[src/rtl/wb_stage_if.sv]
// Write-back stage bus: retiring bundle from the memory stage, load completion,
// register-file write ports and retire trace.
interface wb_stage_if #(
  parameter int unsigned XLEN  = 32,
  parameter int unsigned RADDR = 5
);
  logic             flush;
  logic             in_valid;
  logic             in_ready;
  logic             l1_valid;
  logic             l2_valid;
  logic [XLEN-1:0]  l1_pc;
  logic [XLEN-1:0]  l2_pc;
  logic [RADDR-1:0] l1_rd;
  logic [RADDR-1:0] l2_rd;
  logic             l1_we;
  logic             l2_we;
  logic             l1_is_load;
  logic             l2_is_load;
  logic [XLEN-1:0]  l1_result;
  logic [XLEN-1:0]  l2_result;
  logic             mem_ok;
  logic [XLEN-1:0]  mem_result;
  logic             rf_we1;
  logic             rf_we2;
  logic [RADDR-1:0] rf_waddr1;
  logic [RADDR-1:0] rf_waddr2;
  logic [XLEN-1:0]  rf_wdata1;
  logic [XLEN-1:0]  rf_wdata2;
  logic             commit_valid;
  logic [XLEN-1:0]  commit_pc1;
  logic [XLEN-1:0]  commit_pc2;
  logic [1:0]       commit_n;
  logic             load_pending;
  logic [31:0]      instret;

  // Upstream/environment side
  modport master (
    output flush, in_valid, l1_valid, l2_valid, l1_pc, l2_pc, l1_rd, l2_rd, l1_we, l2_we,
           l1_is_load, l2_is_load, l1_result, l2_result, mem_ok, mem_result,
    input  in_ready, rf_we1, rf_we2, rf_waddr1, rf_waddr2, rf_wdata1, rf_wdata2,
           commit_valid, commit_pc1, commit_pc2, commit_n, load_pending, instret
  );

  // Write-back stage side
  modport slave (
    input  flush, in_valid, l1_valid, l2_valid, l1_pc, l2_pc, l1_rd, l2_rd, l1_we, l2_we,
           l1_is_load, l2_is_load, l1_result, l2_result, mem_ok, mem_result,
    output in_ready, rf_we1, rf_we2, rf_waddr1, rf_waddr2, rf_wdata1, rf_wdata2,
           commit_valid, commit_pc1, commit_pc2, commit_n, load_pending, instret
  );
endinterface

[src/rtl/wb_stage.sv]
// Dual-lane write-back stage. Commits a bundle of up to two lanes to both
// register-file write ports in one registered cycle, holding load bundles
// until the memory stage reports completion.
module wb_stage #(
  parameter int unsigned XLEN  = 32,
  parameter int unsigned RADDR = 5
) (
  input  logic      clk,
  input  logic      reset,
  wb_stage_if.slave bus
);

  typedef enum logic [0:0] {StIdle, StWait} state_e;

  typedef struct packed {
    logic             valid;
    logic [XLEN-1:0]  pc;
    logic [RADDR-1:0] rd;
    logic             we;
    logic             is_load;
    logic [XLEN-1:0]  result;
  } lane_t;

  state_e      state_q;
  lane_t       b1_q, b2_q;
  lane_t       in1, in2, cur1, cur2;
  logic        accept, in_has_load, do_commit;
  logic        ld1, ld2, we1, we2;
  logic [1:0]  n_lanes;

  logic             rf_we1_q, rf_we2_q, commit_valid_q;
  logic [RADDR-1:0] rf_waddr1_q, rf_waddr2_q;
  logic [XLEN-1:0]  rf_wdata1_q, rf_wdata2_q, commit_pc1_q, commit_pc2_q;
  logic [1:0]       commit_n_q;
  logic [31:0]      instret_q;

  // Lane decode: pick the bundle being committed (live inputs in IDLE, latched in WAIT)
  always_comb begin
    in1.valid   = bus.l1_valid;
    in1.pc      = bus.l1_pc;
    in1.rd      = bus.l1_rd;
    in1.we      = bus.l1_we;
    in1.is_load = bus.l1_is_load;
    in1.result  = bus.l1_result;
    in2.valid   = bus.l2_valid;
    in2.pc      = bus.l2_pc;
    in2.rd      = bus.l2_rd;
    in2.we      = bus.l2_we;
    in2.is_load = bus.l2_is_load;
    in2.result  = bus.l2_result;

    accept      = bus.in_valid & (state_q == StIdle) & ~bus.flush;
    in_has_load = (in1.valid & in1.is_load) | (in2.valid & in2.is_load);

    cur1 = (state_q == StIdle) ? in1 : b1_q;
    cur2 = (state_q == StIdle) ? in2 : b2_q;

    if (state_q == StIdle) begin
      do_commit = accept & (~in_has_load | bus.mem_ok);
    end else begin
      do_commit = ~bus.flush & bus.mem_ok;
    end

    // Lane1 owns mem_result when both lanes claim to be loads
    ld1 = cur1.valid & cur1.is_load;
    ld2 = cur2.valid & cur2.is_load & ~ld1;

    we1 = cur1.valid & cur1.we & (cur1.rd != '0);
    we2 = cur2.valid & cur2.we & (cur2.rd != '0);
    // Younger lane wins a same-destination conflict
    if (we1 && we2 && (cur1.rd == cur2.rd)) begin
      we1 = 1'b0;
    end

    n_lanes = {1'b0, cur1.valid} + {1'b0, cur2.valid};
  end

  // FSM plus registered commit outputs and retired-instruction counter
  always_ff @(posedge clk or negedge reset) begin
    if (!reset) begin
      state_q        <= StIdle;
      b1_q           <= '0;
      b2_q           <= '0;
      rf_we1_q       <= 1'b0;
      rf_we2_q       <= 1'b0;
      rf_waddr1_q    <= '0;
      rf_waddr2_q    <= '0;
      rf_wdata1_q    <= '0;
      rf_wdata2_q    <= '0;
      commit_valid_q <= 1'b0;
      commit_pc1_q   <= '0;
      commit_pc2_q   <= '0;
      commit_n_q     <= '0;
      instret_q      <= '0;
    end else begin
      rf_we1_q       <= 1'b0;
      rf_we2_q       <= 1'b0;
      commit_valid_q <= 1'b0;
      commit_n_q     <= '0;
      if (do_commit) begin
        rf_we1_q       <= we1;
        rf_we2_q       <= we2;
        rf_waddr1_q    <= cur1.rd;
        rf_waddr2_q    <= cur2.rd;
        rf_wdata1_q    <= ld1 ? bus.mem_result : cur1.result;
        rf_wdata2_q    <= ld2 ? bus.mem_result : cur2.result;
        commit_valid_q <= (n_lanes != 2'd0);
        commit_pc1_q   <= cur1.pc;
        commit_pc2_q   <= cur2.pc;
        commit_n_q     <= n_lanes;
        instret_q      <= instret_q + 32'(n_lanes);
      end
      unique case (state_q)
        StIdle: begin
          if (accept && in_has_load && !bus.mem_ok) begin
            state_q <= StWait;
            b1_q    <= in1;
            b2_q    <= in2;
          end
        end
        StWait: begin
          if (bus.flush || bus.mem_ok) begin
            state_q <= StIdle;
          end
        end
        default: state_q <= StIdle;
      endcase
    end
  end

  assign bus.in_ready     = (state_q == StIdle);
  assign bus.load_pending = (state_q == StWait);
  assign bus.rf_we1       = rf_we1_q;
  assign bus.rf_we2       = rf_we2_q;
  assign bus.rf_waddr1    = rf_waddr1_q;
  assign bus.rf_waddr2    = rf_waddr2_q;
  assign bus.rf_wdata1    = rf_wdata1_q;
  assign bus.rf_wdata2    = rf_wdata2_q;
  assign bus.commit_valid = commit_valid_q;
  assign bus.commit_pc1   = commit_pc1_q;
  assign bus.commit_pc2   = commit_pc2_q;
  assign bus.commit_n     = commit_n_q;
  assign bus.instret      = instret_q;

endmodule

[src/flat_wrapper.sv]
// flat-port wrapper written by rule: the top's interface ports become plain ports
module wb_stage_flat 
#(
  parameter int unsigned XLEN  = 32,
  parameter int unsigned RADDR = 5
)
  (clk, reset, bus_flush, bus_in_valid, bus_l1_valid, bus_l2_valid, bus_l1_pc, bus_l2_pc, bus_l1_rd, bus_l2_rd, bus_l1_we, bus_l2_we, bus_l1_is_load, bus_l2_is_load, bus_l1_result, bus_l2_result, bus_mem_ok, bus_mem_result, bus_in_ready, bus_rf_we1, bus_rf_we2, bus_rf_waddr1, bus_rf_waddr2, bus_rf_wdata1, bus_rf_wdata2, bus_commit_valid, bus_commit_pc1, bus_commit_pc2, bus_commit_n, bus_load_pending, bus_instret);
  wb_stage_if #(.XLEN(XLEN), .RADDR(RADDR)) bus_i ();
  input  logic clk;
  input  logic reset;
  input wire logic [$bits(bus_i.flush)-1:0] bus_flush;
  input wire logic [$bits(bus_i.in_valid)-1:0] bus_in_valid;
  input wire logic [$bits(bus_i.l1_valid)-1:0] bus_l1_valid;
  input wire logic [$bits(bus_i.l2_valid)-1:0] bus_l2_valid;
  input wire logic [$bits(bus_i.l1_pc)-1:0] bus_l1_pc;
  input wire logic [$bits(bus_i.l2_pc)-1:0] bus_l2_pc;
  input wire logic [$bits(bus_i.l1_rd)-1:0] bus_l1_rd;
  input wire logic [$bits(bus_i.l2_rd)-1:0] bus_l2_rd;
  input wire logic [$bits(bus_i.l1_we)-1:0] bus_l1_we;
  input wire logic [$bits(bus_i.l2_we)-1:0] bus_l2_we;
  input wire logic [$bits(bus_i.l1_is_load)-1:0] bus_l1_is_load;
  input wire logic [$bits(bus_i.l2_is_load)-1:0] bus_l2_is_load;
  input wire logic [$bits(bus_i.l1_result)-1:0] bus_l1_result;
  input wire logic [$bits(bus_i.l2_result)-1:0] bus_l2_result;
  input wire logic [$bits(bus_i.mem_ok)-1:0] bus_mem_ok;
  input wire logic [$bits(bus_i.mem_result)-1:0] bus_mem_result;
  output wire logic [$bits(bus_i.in_ready)-1:0] bus_in_ready;
  output wire logic [$bits(bus_i.rf_we1)-1:0] bus_rf_we1;
  output wire logic [$bits(bus_i.rf_we2)-1:0] bus_rf_we2;
  output wire logic [$bits(bus_i.rf_waddr1)-1:0] bus_rf_waddr1;
  output wire logic [$bits(bus_i.rf_waddr2)-1:0] bus_rf_waddr2;
  output wire logic [$bits(bus_i.rf_wdata1)-1:0] bus_rf_wdata1;
  output wire logic [$bits(bus_i.rf_wdata2)-1:0] bus_rf_wdata2;
  output wire logic [$bits(bus_i.commit_valid)-1:0] bus_commit_valid;
  output wire logic [$bits(bus_i.commit_pc1)-1:0] bus_commit_pc1;
  output wire logic [$bits(bus_i.commit_pc2)-1:0] bus_commit_pc2;
  output wire logic [$bits(bus_i.commit_n)-1:0] bus_commit_n;
  output wire logic [$bits(bus_i.load_pending)-1:0] bus_load_pending;
  output wire logic [$bits(bus_i.instret)-1:0] bus_instret;
  assign bus_i.flush = bus_flush;
  assign bus_i.in_valid = bus_in_valid;
  assign bus_i.l1_valid = bus_l1_valid;
  assign bus_i.l2_valid = bus_l2_valid;
  assign bus_i.l1_pc = bus_l1_pc;
  assign bus_i.l2_pc = bus_l2_pc;
  assign bus_i.l1_rd = bus_l1_rd;
  assign bus_i.l2_rd = bus_l2_rd;
  assign bus_i.l1_we = bus_l1_we;
  assign bus_i.l2_we = bus_l2_we;
  assign bus_i.l1_is_load = bus_l1_is_load;
  assign bus_i.l2_is_load = bus_l2_is_load;
  assign bus_i.l1_result = bus_l1_result;
  assign bus_i.l2_result = bus_l2_result;
  assign bus_i.mem_ok = bus_mem_ok;
  assign bus_i.mem_result = bus_mem_result;
  assign bus_in_ready = bus_i.in_ready;
  assign bus_rf_we1 = bus_i.rf_we1;
  assign bus_rf_we2 = bus_i.rf_we2;
  assign bus_rf_waddr1 = bus_i.rf_waddr1;
  assign bus_rf_waddr2 = bus_i.rf_waddr2;
  assign bus_rf_wdata1 = bus_i.rf_wdata1;
  assign bus_rf_wdata2 = bus_i.rf_wdata2;
  assign bus_commit_valid = bus_i.commit_valid;
  assign bus_commit_pc1 = bus_i.commit_pc1;
  assign bus_commit_pc2 = bus_i.commit_pc2;
  assign bus_commit_n = bus_i.commit_n;
  assign bus_load_pending = bus_i.load_pending;
  assign bus_instret = bus_i.instret;
  wb_stage #(.XLEN(XLEN), .RADDR(RADDR)) u_core (.clk(clk), .reset(reset), .bus(bus_i));
endmodule
[config.mk]
export PLATFORM = sky130hd
export DESIGN_NAME = wb_stage_flat
export DESIGN_NICKNAME = d
export VERILOG_FILES = /design/src/rtl/wb_stage_if.sv /design/src/rtl/wb_stage.sv /design/src/flat_wrapper.sv
export SDC_FILE = /design/constraint.sdc
export NUM_CORES = 1
export LEC_CHECK = 0
export BUFFER_PORTS_ARGS = -buffer_cell sky130_fd_sc_hd__buf_2
export CORE_ASPECT_RATIO = 1.25
export CORE_UTILIZATION = 48
export DETAILED_ROUTE_END_ITERATION = 12
export PLACE_DENSITY = 0.76
export SLEW_MARGIN = 10
export SYNTH_ARGS = -nofsm -noshare
export SYNTH_HDL_FRONTEND = slang
export SYNTH_SLANG_ARGS = --single-unit
[constraint.sdc]
create_clock -name clk -period 2.9 [get_ports clk]
set_clock_uncertainty 0.2 [all_clocks]
set_input_delay 0 -clock clk [delete_from_list [all_inputs] [get_ports clk]]
set_output_delay 0 -clock clk [all_outputs]
set_load 0.005 [all_outputs]
==> results of run 1 <==
==> routing by layer <==
layer | share of wire [%] | routed length, µm
met3 | 7.5 | 2970
met1 | 38 | 15200
met2 | 50 | 19900
met5 | 0 | 0
met4 | 4.0 | 1600
==> per-stage QoR <==
| stage | setup WS, ns | utilization [%] |
|---|---|---|
| 2_1_floorplan | 0.00537 | - |
| 3_3_place_gp | 0.183 | 56.6 |
| 3_5_place_dp | 0.0315 | 56.6 |
| 4_1_cts | 0.0413 | 67.5 |
| 5_1_grt | -0.00343 | 67.6 |
| 6_report | 0.130 | 67.6 |
==> cell usage in the layout, fill, tap and decap left out, types with 5 or more instances in the layout <==
| cell | Yosys | layout |
|---|---|---|
| bufinv_16 | 0 | 5 |
| mux2_2 | 165 | 165 |
| nand2_1 | 151 | 151 |
| clkbuf_1 | 21 | 6 |
| buf_2 | 43 | 356 |
| dlygate4sd3_1 | 0 | 196 |
| nand3_1 | 12 | 12 |
| buf_12 | 0 | 14 |
| o21ai_0 | 136 | 135 |
| mux2i_1 | 139 | 139 |
| nand4_1 | 7 | 7 |
| a21oi_1 | 37 | 37 |
| clkbuf_8 | 0 | 7 |
| clkbuf_16 | 0 | 37 |
| xnor2_1 | 25 | 25 |
| mux2_1 | 12 | 12 |
| dfrtp_1 | 320 | 319 |
| nor2_1 | 40 | 40 |
| xor2_1 | 15 | 15 |
| buf_4 | 1 | 12 |
| inv_1 | 7 | 7 |
==> what timing repair did <==
item | 4_1_cts | 5_1_grt
hold buffers | 196 | 0
endpoints found under the setup margin | 5 | 10
resized for setup | 0 | 3
hold endpoints to repair | 624 | 0
pin swaps | 1 | 1
buffers inserted | 1 | 2
==> worst max-delay path by stage <==
stage / startpoint / end / slack, ns / cells after the start
finish: u_core.bus.load_pending / u_core.bus.instret[18] / 0.13 / 10
global route: u_core.bus.load_pending / u_core.bus.instret[28] / -0.003 / 10
CTS: u_core.bus.load_pending / u_core.bus.instret[18] / 0.04 / 10
detailed placement: u_core.bus.load_pending / u_core.bus.instret[28] / 0.03 / 9
global placement: u_core.bus.load_pending / u_core.bus.instret[18] / 0.18 / 9
floorplan: u_core.bus.load_pending / u_core.bus.instret[28] / 0.005 / 12
==> logic make-up after synthesis <==
group           Yosys count  share of synthesized area [%]
mux                     317                           23.8
flops                   320                           56.0
buf+inv                  84                           3.08
compound gates          187                           6.79
fa+ha+maj                 5                          0.490
xor+xnor                 40                           2.45
simple gates            236                           7.35
==> layout make-up <==
| class | count | area, µm² | area share [%] |
|---|---|---|---|
| Inverter | 8 | 30.0 | 0.152 |
| Clock buffer | 50 | 1040 | 5.28 |
| Tap cell | 396 | 495 | 2.51 |
| Clock inverter | 8 | 176 | 0.892 |
| Antenna cell | 4 | 10.0 | 0.0506 |
| Sequential cell | 320 | 8010 | 40.5 |
| Timing Repair Buffer | 580 | 4140 | 20.9 |
| Multi-Input combinational cell | 785 | 5870 | 29.7 |
==> state kept, by name (all words and copies together) (netlist names), 2 cells and up <==
name,flops
u_core.bus.commit_n,2
u_core.bus.rf_waddr2,5
u_core.bus.rf_waddr1,5
u_core.b1_q,72
u_core.bus.rf_wdata2,32
u_core.bus.instret,32
u_core.b2_q,72
u_core.bus.commit_pc1,32
u_core.bus.commit_pc2,32
u_core.bus.rf_wdata1,32
==> worst max-delay path: cells and delay by family, from the launching register on <==
kind / cells / cell delay, ns
buf+inv: 2 / 0.23
xor+xnor: 1 / 0.14
fa+ha+maj: 3 / 0.91
flops: 1 / 0.52
compound gates: 1 / 0.09
simple gates: 3 / 0.56
==> power by group through the flow <==
stage / Clock [W] / Sequential (W) / Combinational (W)
after floorplan: 0 / 0.00591 / 0.00116
after global placement: 0 / 0.00593 / 0.00208
after detailed placement: 0 / 0.00599 / 0.00217
after CTS: 0.00481 / 0.00592 / 0.00245
after global routing: 0.00498 / 0.00606 / 0.00275
final: 0.00472 / 0.00596 / 0.00250
==> results.ini, run 1 <==
[sta]
fmax_ghz = 0.361
finalSetupViolCount = 0
grt_setup_unrepaired = yes
finalSetupTns_ns = 0
slew_violations = 0
hold_viol = 0
hold_slack_ns = 0.0469
slew_headroom_pct = 49.2
layout_min_cycle_time_ns = 2.77
worst_slew_pin_slew_ns = 0.761
post-route-period-util_pct = 95.5

[detailed_routing]
num_vias = 11400
drt_iter0_markers = 620
via_per_inst = 5.29
drtAntennaViolNets = 0
routed_wl_um = 39700
drc = 0
post_drt_wl_per_cell_um = 18.5
dr.pass1.iters = 5

[logic_synthesis]
yosys.area.top_type = dfrtp_1
synth.area.top_cells = dfrtp_1 (56%), mux2_2 (13%), mux2i_1 (9.7%)
seq_area_frac_synth_pct = 56.0
synth_flop_cell = dfrtp_1
synthTopCellsByCount = dfrtp_1 (320), mux2_2 (165), nand2_1 (151)
yosys_register_bits = 320
synth_edf_count = 0
netlist_area_um2 = 14300
netlist.area_leader.share_pct = 56.0
yosysWarnings = 0
synth_most_common_cell = dfrtp_1
postSynthCellCount = 1189
synth-async-reset-ratio_pct = 100
avgSynthCellArea_um2 = 12.0
ys_types = 44
syn-num-nets = 1375

[final_layout]
nFillCells = 2024
finalNonFillerCells = 2151
syn_to_final_growth_pct = 38.4
postLayoutCellArea_um2 = 19800
drive_above_1_share_pct = 35.2
final_nets = 1915

[grt]
grt-ovfl-total = 0
grt_max_degree = 135
first_global_vias = 12100
grt_pass1_wl_um = 62600
met1_usage_pct = 29.6
track_usage_pct = 26.0
top_usage_layer = met2
gr-usage-met3_pct = 7.11
antenna_found_initial = 4
use_met2_pct = 45.2

[placed_design]
place_hpwl_um = 23800
placedCellCount = 1890
portBuffers = 357
routabilityCongestion = 0.792
post_dp_cell_area_um2 = 16600

[worst_setup_path]
r2r_setup_slack_ns = 0.13
critPathArrivalTime_ns = 2.97
rr_startpoint = u_core.bus.load_pending
critPathLaunchType = register
reg2reg_to = u_core.bus.instret[18]
crit_slowest_cell = dfrtp_4
criticalPathCategory = reg2reg
crit_path_frequent_cell = ha_1
worstSetupEndpointType = register
reg2reg_depth = 10
worst_ep_required_time_ns = 3.10
crit_chain = nor2b_2 > a21oi_1 > ha_1 > ha_1 > inv_1 > fa_2 > nor4_4 > buf_6 > nand4_1 > xnor2_1
cp_max_fo = 8
cpPeakStageDelay_ns = 0.52

[clocking]
clock-sinks = 320
cts_tree = built
cts_root_buffer = clkbuf_16
numCtsBuffers = 34
cts_max_level = 2
clk_latency_ns = 0.52
clk_pin_slew_worst_paths_ns = 0.06
clockBufferDepth = 3

[run]
drv_cap = 0

[floorplan]
num_rows = 70
start_util_pct = 48.8
die_h_um = 195
die-area_um2 = 30500
io_pins = 358
die_w_um = 156
fp.coreArea_um2 = 29300

[pwr]
clock_power_share_pct = 35.8
p_switching_w = 0.00350
pwr-share-comb_pct = 19.0
finalPower_w = 0.0132
p_leak_nw = 9.36
power_density_nw_per_um2 = 667
vdd_ir_drop_max_mv = 0.598
p_sw_share_pct = 26.5
p_int_w = 0.00969
power_frac_seq_pct = 45.2

[worst_hold_path]
hold_class = in2reg
min_from = bus_l2_result[26]
hold-path-cell-count = 3
whs_endpoint = u_core.b2_q[26]

[status]
outcome = complete, no violations

No activity file was read; power rests on OpenSTA's default activity.
==> run 2: changes to the inputs <==
==> constraint.sdc (replaced) <==
create_clock -name clk -period 2.9 [get_ports clk]
set_clock_uncertainty 0.2 [all_clocks]
set_input_delay 0 -clock clk [delete_from_list [all_inputs] [get_ports clk]]
set_output_delay 0 -clock clk [all_outputs]
set_load 0.01 [all_outputs]
==> results.ini, run 2 (same netlist as run 1, synthesis figures left out) <==
[pwr]
p_switching_w = 0.00368  ; +5.2%
p_leak_nw = 9.40  ; +0.41%
clock_power_share_pct = 34.3  ; -1.5 points
power_frac_seq_pct = 45.2  ; about the same
vdd_ir_drop_max_mv = 0.510  ; -15%
finalPower_w = 0.0132  ; about the same
p_int_w = 0.00951  ; -1.9%
p_sw_share_pct = 27.9  ; +1.4 points
pwr-share-comb_pct = 20.5  ; +1.5 points
power_density_nw_per_um2 = 666  ; -0.20%

[detailed_routing]
drtAntennaViolNets = 0  ; unchanged
post_drt_wl_per_cell_um = 19.2  ; +3.8%
routed_wl_um = 41500  ; +4.5%
num_vias = 11600  ; +2.4%
via_per_inst = 5.38  ; +1.6%
drc = 0  ; unchanged
drt_iter0_markers = 624  ; +0.65%
dr.pass1.iters = 5  ; unchanged

[final_layout]
drive_above_1_share_pct = 35.6  ; +0.44 points
postLayoutCellArea_um2 = 19800  ; +0.16%
syn_to_final_growth_pct = 38.6
finalNonFillerCells = 2166  ; +0.70%
reg.largest.list = u_core.b1_q x72, u_core.b2_q x72
layout_commonest_cell = buf_2
nFillCells = 2066  ; +2.1%
final_cell_mix = buf_2 (356), dfrtp_1 (319), dlygate4sd3_1 (199)
final_nets = 1929  ; +0.73%

[sta]
finalSetupViolCount = 0  ; unchanged
worst_slew_pin_slew_ns = 1.04  ; +0.274 ns
post-route-period-util_pct = 97.5  ; +2.0 points
slew_violations = 0  ; unchanged
setup_slack_ns = 0.0730  ; -0.0566 ns
finalSetupTns_ns = 0  ; unchanged
fmax_ghz = 0.354  ; -2.0%
layout_min_cycle_time_ns = 2.83  ; +0.0566 ns
grt_setup_unrepaired = yes
slew_headroom_pct = 31.0  ; -18 points
hold_viol = 0  ; unchanged

[floorplan]
die-area_um2 = 30500  ; unchanged
start_util_pct = 48.8  ; unchanged
fp.coreArea_um2 = 29300  ; unchanged
die_w_um = 156  ; unchanged
io_pins = 358  ; unchanged
die_h_um = 195  ; unchanged
num_rows = 70  ; unchanged

[placed_design]
post_dp_cell_area_um2 = 16500  ; -0.29%
pre_cts_slack_ns = 0.109  ; +0.0779 ns
portBuffers = 357  ; unchanged
place_hpwl_um = 23700  ; -0.47%
routabilityCongestion = 0.836  ; +5.5%
placedCellCount = 1892  ; +0.11%

[grt]
grt_max_degree = 167  ; +24%
antenna_found_initial = 4  ; unchanged
grt-ovfl-total = 0  ; unchanged
grt_pass1_wl_um = 63100  ; +0.86%
first_global_vias = 12400  ; +2.9%
track_usage_pct = 26.2  ; +0.24 points

[clocking]
cts_tree = built
cts_root_buffer = clkbuf_16
cts_max_level = 2  ; unchanged
numCtsBuffers = 35  ; +2.9%
clk_pin_slew_worst_paths_ns = 0.06  ; about the same
clk_latency_ns = 0.52  ; about the same
clockBufferDepth = 3  ; unchanged
clock-sinks = 320  ; unchanged

[worst_setup_path]
cp_max_fo = 42  ; +34
worst_ep_required_time_ns = 3.10  ; about the same
crit_slowest_cell = dlygate4sd3_1
crit_chain = buf_4 > mux2_4 > o211ai_1 > clkbuf_16 > a211oi_1 > dlygate4sd3_1
path_buf_inv = 3  ; +1
criticalPathCategory = reg2reg
critPathLaunchType = register
critPathArrivalTime_ns = 3.03  ; +0.06 ns
crit_family = buffers and inverters
worstSetupEndpointType = register
cpPeakStageDelay_ns = 0.56  ; +0.04 ns

[worst_hold_path]
hold_class = in2reg

[run]
drv_cap = 0  ; unchanged

[status]
outcome = complete, no violations

==> run 2: cell types whose count changed in the layout (fill, tap and decap cells not counted), moves of 2 or more <==
cell           delta
clkbuf_16         +2
clkbuf_8          +2
buf_6             +5
bufinv_16         -3
buf_12            -7
buf_4            +10
dlygate4sd3_1     +3
clkinvlp_4        +2
==> run 2: area by class of cell <==
cell class	count	area [µm²]	share of cell area, %
Tap cell	396	495	2.50
Multi-Input combinational cell	785	5880	29.7
Sequential cell	320	8010	40.4
Clock inverter	7	93.8	0.474
Inverter	8	30.0	0.152
Clock buffer	53	1080	5.43
Antenna cell	4	10.0	0.0505
Timing Repair Buffer	593	4210	21.3
==> run 2: final timing paths <==
kind / from / endpoint / cells past startpoint / slack, ns
max: u_core.bus.load_pending / u_core.bus.rf_we1 / 6 / 0.07
min: bus_in_valid / u_core.bus.instret[15] / 5 / 0.05
max reg2reg: u_core.bus.load_pending / u_core.bus.rf_we1 / 6 / 0.07
min reg2reg: u_core.bus.rf_waddr1[2] / u_core.bus.rf_waddr1[2] / 2 / 0.27
max in group asynchronous: reset / u_core.bus.instret[19] / 4 / 1.15
min in group asynchronous: reset / u_core.b1_q[45] / 3 / 0.43
==> run 2: timing repair <==
action,4_1_cts,5_1_grt
buffers inserted,0,7
endpoints found under the hold margin,620,0
hold buffers,199,0
setup endpoints to repair,0,18
gates resized for setup,0,9
==> run 2: tightest hold or removal path, cell delays in order <==
cell	delay, ns
buf_2	0.11
mux2_4	0.28
nand2_2	0.12
nor4_4	0.09
xor2_1	0.13
==> run 2: per-layer routing <==
metal / track usage [%] / vias up / wire length [µm]
met5: 0 / - / 0
met4: 10.9 / 0 / 1520
met3: 7.42 / 116 / 3130
met2: 46.0 / 472 / 20900
met1: 29.7 / 5793 / 16000
li1: - / 5265 / -
==> run 2: power by group through the flow <==
stage | sequential, W | clock (W) | combinational [W]
3_3_place_gp | 0.00593 | 0 | 0.00225
2_1_floorplan | 0.00607 | 0 | 0.00116
6_report | 0.00596 | 0.00452 | 0.00270
3_5_place_dp | 0.00598 | 0 | 0.00233
4_1_cts | 0.00591 | 0.00459 | 0.00263
5_1_grt | 0.00606 | 0.00476 | 0.00296
==> run 2: stage by stage <==
step	hold WS, ns	utilization [%]
after floorplan	-0.496	-
after global placement	-0.0994	56.4
after detailed placement	-0.0993	56.4
after CTS	0.0320	67.2
after global routing	0.0539	67.7
final	0.0550	67.7
==> run 3: changes to the inputs <==
--- a/config.mk
+++ b/config.mk
@@ -9,7 +9,7 @@
 export CORE_ASPECT_RATIO = 1.25
 export CORE_UTILIZATION = 48
 export DETAILED_ROUTE_END_ITERATION = 12
-export PLACE_DENSITY = 0.76
+export PLACE_DENSITY = 0.86
 export SLEW_MARGIN = 10
 export SYNTH_ARGS = -nofsm -noshare
 export SYNTH_HDL_FRONTEND = slang
==> results.ini, run 3 (same netlist as run 1, synthesis figures left out) <==
[final_layout]
nFillCells = 1814  ; -12%
finalNonFillerCells = 2222  ; +2.6%
seq_area_um2 = 8010  ; unchanged
final_cell_mix = buf_2 (356), dfrtp_1 (319), dlygate4sd3_1 (263)
reg.largest.list = u_core.b1_q x72, u_core.b2_q x72
drive_above_1_share_pct = 34.1  ; -1.5 points
final_nets = 1985  ; +2.9%
syn_to_final_growth_pct = 42.0
layout_commonest_cell = buf_2
multiInputGateArea_um2 = 5880  ; about the same

[worst_setup_path]
cpPeakStageDelay_ns = 0.67  ; +0.11 ns
worstSetupEndpointType = register
criticalPathCategory = reg2reg
crit_slowest_cell = buf_4
critPathLaunchType = register
critPathArrivalTime_ns = 3.07  ; +0.04 ns
crit_family = buffers and inverters
path_buf_inv = 2  ; -1
cp_max_fo = 47  ; +12%
worst_ep_required_time_ns = 3.09  ; about the same
crit_chain = buf_4 > o21ai_4 > or3_2 > buf_12 > mux2i_1 > o21ai_0

[sta]
fmax_ghz = 0.348  ; -1.7%
finalSetupTns_ns = 0  ; unchanged
post-route-period-util_pct = 99.2  ; +1.7 points
layout_min_cycle_time_ns = 2.88  ; +0.0501 ns
slew_violations = 0  ; unchanged
hold_slack_ns = 0.0340  ; -0.0210 ns
worst_slew_pin_slew_ns = 0.872  ; -0.163 ns
slew_headroom_pct = 41.8  ; +11 points
finalSetupViolCount = 0  ; unchanged
hold_viol = 0  ; unchanged
grt_setup_unrepaired = yes
setup_slack_ns = 0.0229  ; -0.0501 ns

[grt]
track_usage_pct = 29.3  ; +3.0 points
grt-ovfl-total = 0  ; unchanged
first_global_vias = 13200  ; +6.4%
antenna_found_initial = 5  ; +1
grt_pass1_wl_um = 70100  ; +11%
grt_max_degree = 153  ; -8.4%

[clocking]
cts_tree = built
clockBufferDepth = 3  ; unchanged
cts_max_level = 1  ; -1
numCtsBuffers = 31  ; -11%
clk_latency_ns = 0.56  ; +0.04 ns
clock-sinks = 320  ; unchanged
cts_root_buffer = clkbuf_16
clk_pin_slew_worst_paths_ns = 0.07  ; about the same

[placed_design]
pre_cts_slack_ns = 0.0231  ; -0.0862 ns
place_hpwl_um = 24400  ; +2.9%
placedCellCount = 1889  ; -0.16%
routabilityCongestion = 0.824  ; -1.4%
portBuffers = 357  ; unchanged

[pwr]
p_sw_share_pct = 29.5  ; +1.6 points
finalPower_w = 0.0131  ; -0.78%
power_density_nw_per_um2 = 645  ; -3.1%
power_frac_seq_pct = 46.0  ; +0.8 points
p_int_w = 0.00923  ; -2.9%
pwr-share-comb_pct = 23.5  ; +3.0 points
clock_power_share_pct = 30.4  ; -3.9 points
p_switching_w = 0.00385  ; +4.8%
p_leak_nw = 9.59  ; +2.0%
vdd_ir_drop_max_mv = 0.632  ; +24%

[floorplan]
die_w_um = 156  ; unchanged
num_rows = 70  ; unchanged
io_pins = 358  ; unchanged
die_h_um = 195  ; unchanged
start_util_pct = 48.8  ; unchanged
die-area_um2 = 30500  ; unchanged
fp.coreArea_um2 = 29300  ; unchanged

[detailed_routing]
routed_wl_um = 46300  ; +11%
drt_iter0_markers = 917  ; +47%
via_per_inst = 5.55  ; +3.2%
post_drt_wl_per_cell_um = 20.8  ; +8.7%
drc = 0  ; unchanged
num_vias = 12300  ; +5.9%
dr.pass1.iters = 5  ; unchanged
drtAntennaViolNets = 0  ; unchanged

[status]
outcome = complete, no violations

[run]
drv_cap = 0  ; unchanged

[worst_hold_path]
hold_class = in2reg

-- run 3: power by group through the flow --
stage	logic (W)	registers [W]	clock network, W
after floorplan	0.00116	0.00607	0
after global placement	0.00224	0.00593	0
after detailed placement	0.00234	0.00600	0
after CTS	0.00289	0.00592	0.00399
after global routing	0.00331	0.00610	0.00421
final	0.00308	0.00602	0.00398
-- run 3: area by class of cell --
class | instances | share of cell area (%)
repair buffers | 653 | 24.0
clock inverters | 11 | 0.419
diodes | 5 | 0.0617
well taps | 396 | 2.44
flip-flops and latches | 320 | 39.5
clock buffers | 44 | 4.41
inverters | 8 | 0.148
multi-input cells | 785 | 29.0
-- run 3: routing by layer --
| layer | vias to the layer above | routed length [µm] | GRT usage, % |
|---|---|---|---|
| met3 | 168 | 3650 | 6.82 |
| met2 | 665 | 23200 | 51.5 |
| li1 | 5362 | - | - |
| met4 | 0 | 2480 | 15.2 |
| met5 | - | 0 | 0 |
| met1 | 6138 | 16900 | 32.8 |
-- run 3: path summary, 6_finish.rpt --
path | start | cells past startpoint | to | slack (ns)
worst max-delay path | u_core.bus.load_pending | 6 | u_core.bus.rf_wdata2[12] | 0.02
worst min-delay path | bus_l2_pc[16] | 3 | u_core.b2_q[55] | 0.03
max in group asynchronous | reset | 4 | u_core.bus.commit_pc2[29] | 1.13
worst min register to register | u_core.bus.commit_pc2[10] | 2 | u_core.bus.commit_pc2[10] | 0.28
min in group asynchronous | reset | 3 | u_core.b1_q[0] | 0.47
worst max register to register | u_core.bus.load_pending | 6 | u_core.bus.rf_wdata2[12] | 0.02
-- run 3: per-stage QoR --
stage	instance area, µm²	utilization (%)
after floorplan	14300	-
after global routing	20300	69.3
after detailed placement	16500	56.4
after CTS	20100	68.8
after global placement	16500	56.4
final	20300	69.3
-- run 3: repair_timing --
item,in CTS,in global routing
pin swaps,1,4
hold buffers,263,0
gates cloned,0,4
gates resized for setup,0,12
hold endpoints to repair,623,0
endpoints found under the setup margin,2,66
buffers inserted,2,4
-- run 3: tightest hold or removal path, cell delays in order --
cell and delay, ns:
dlygate4sd3_1 0.51, buf_2 0.11, mux2_2 0.13
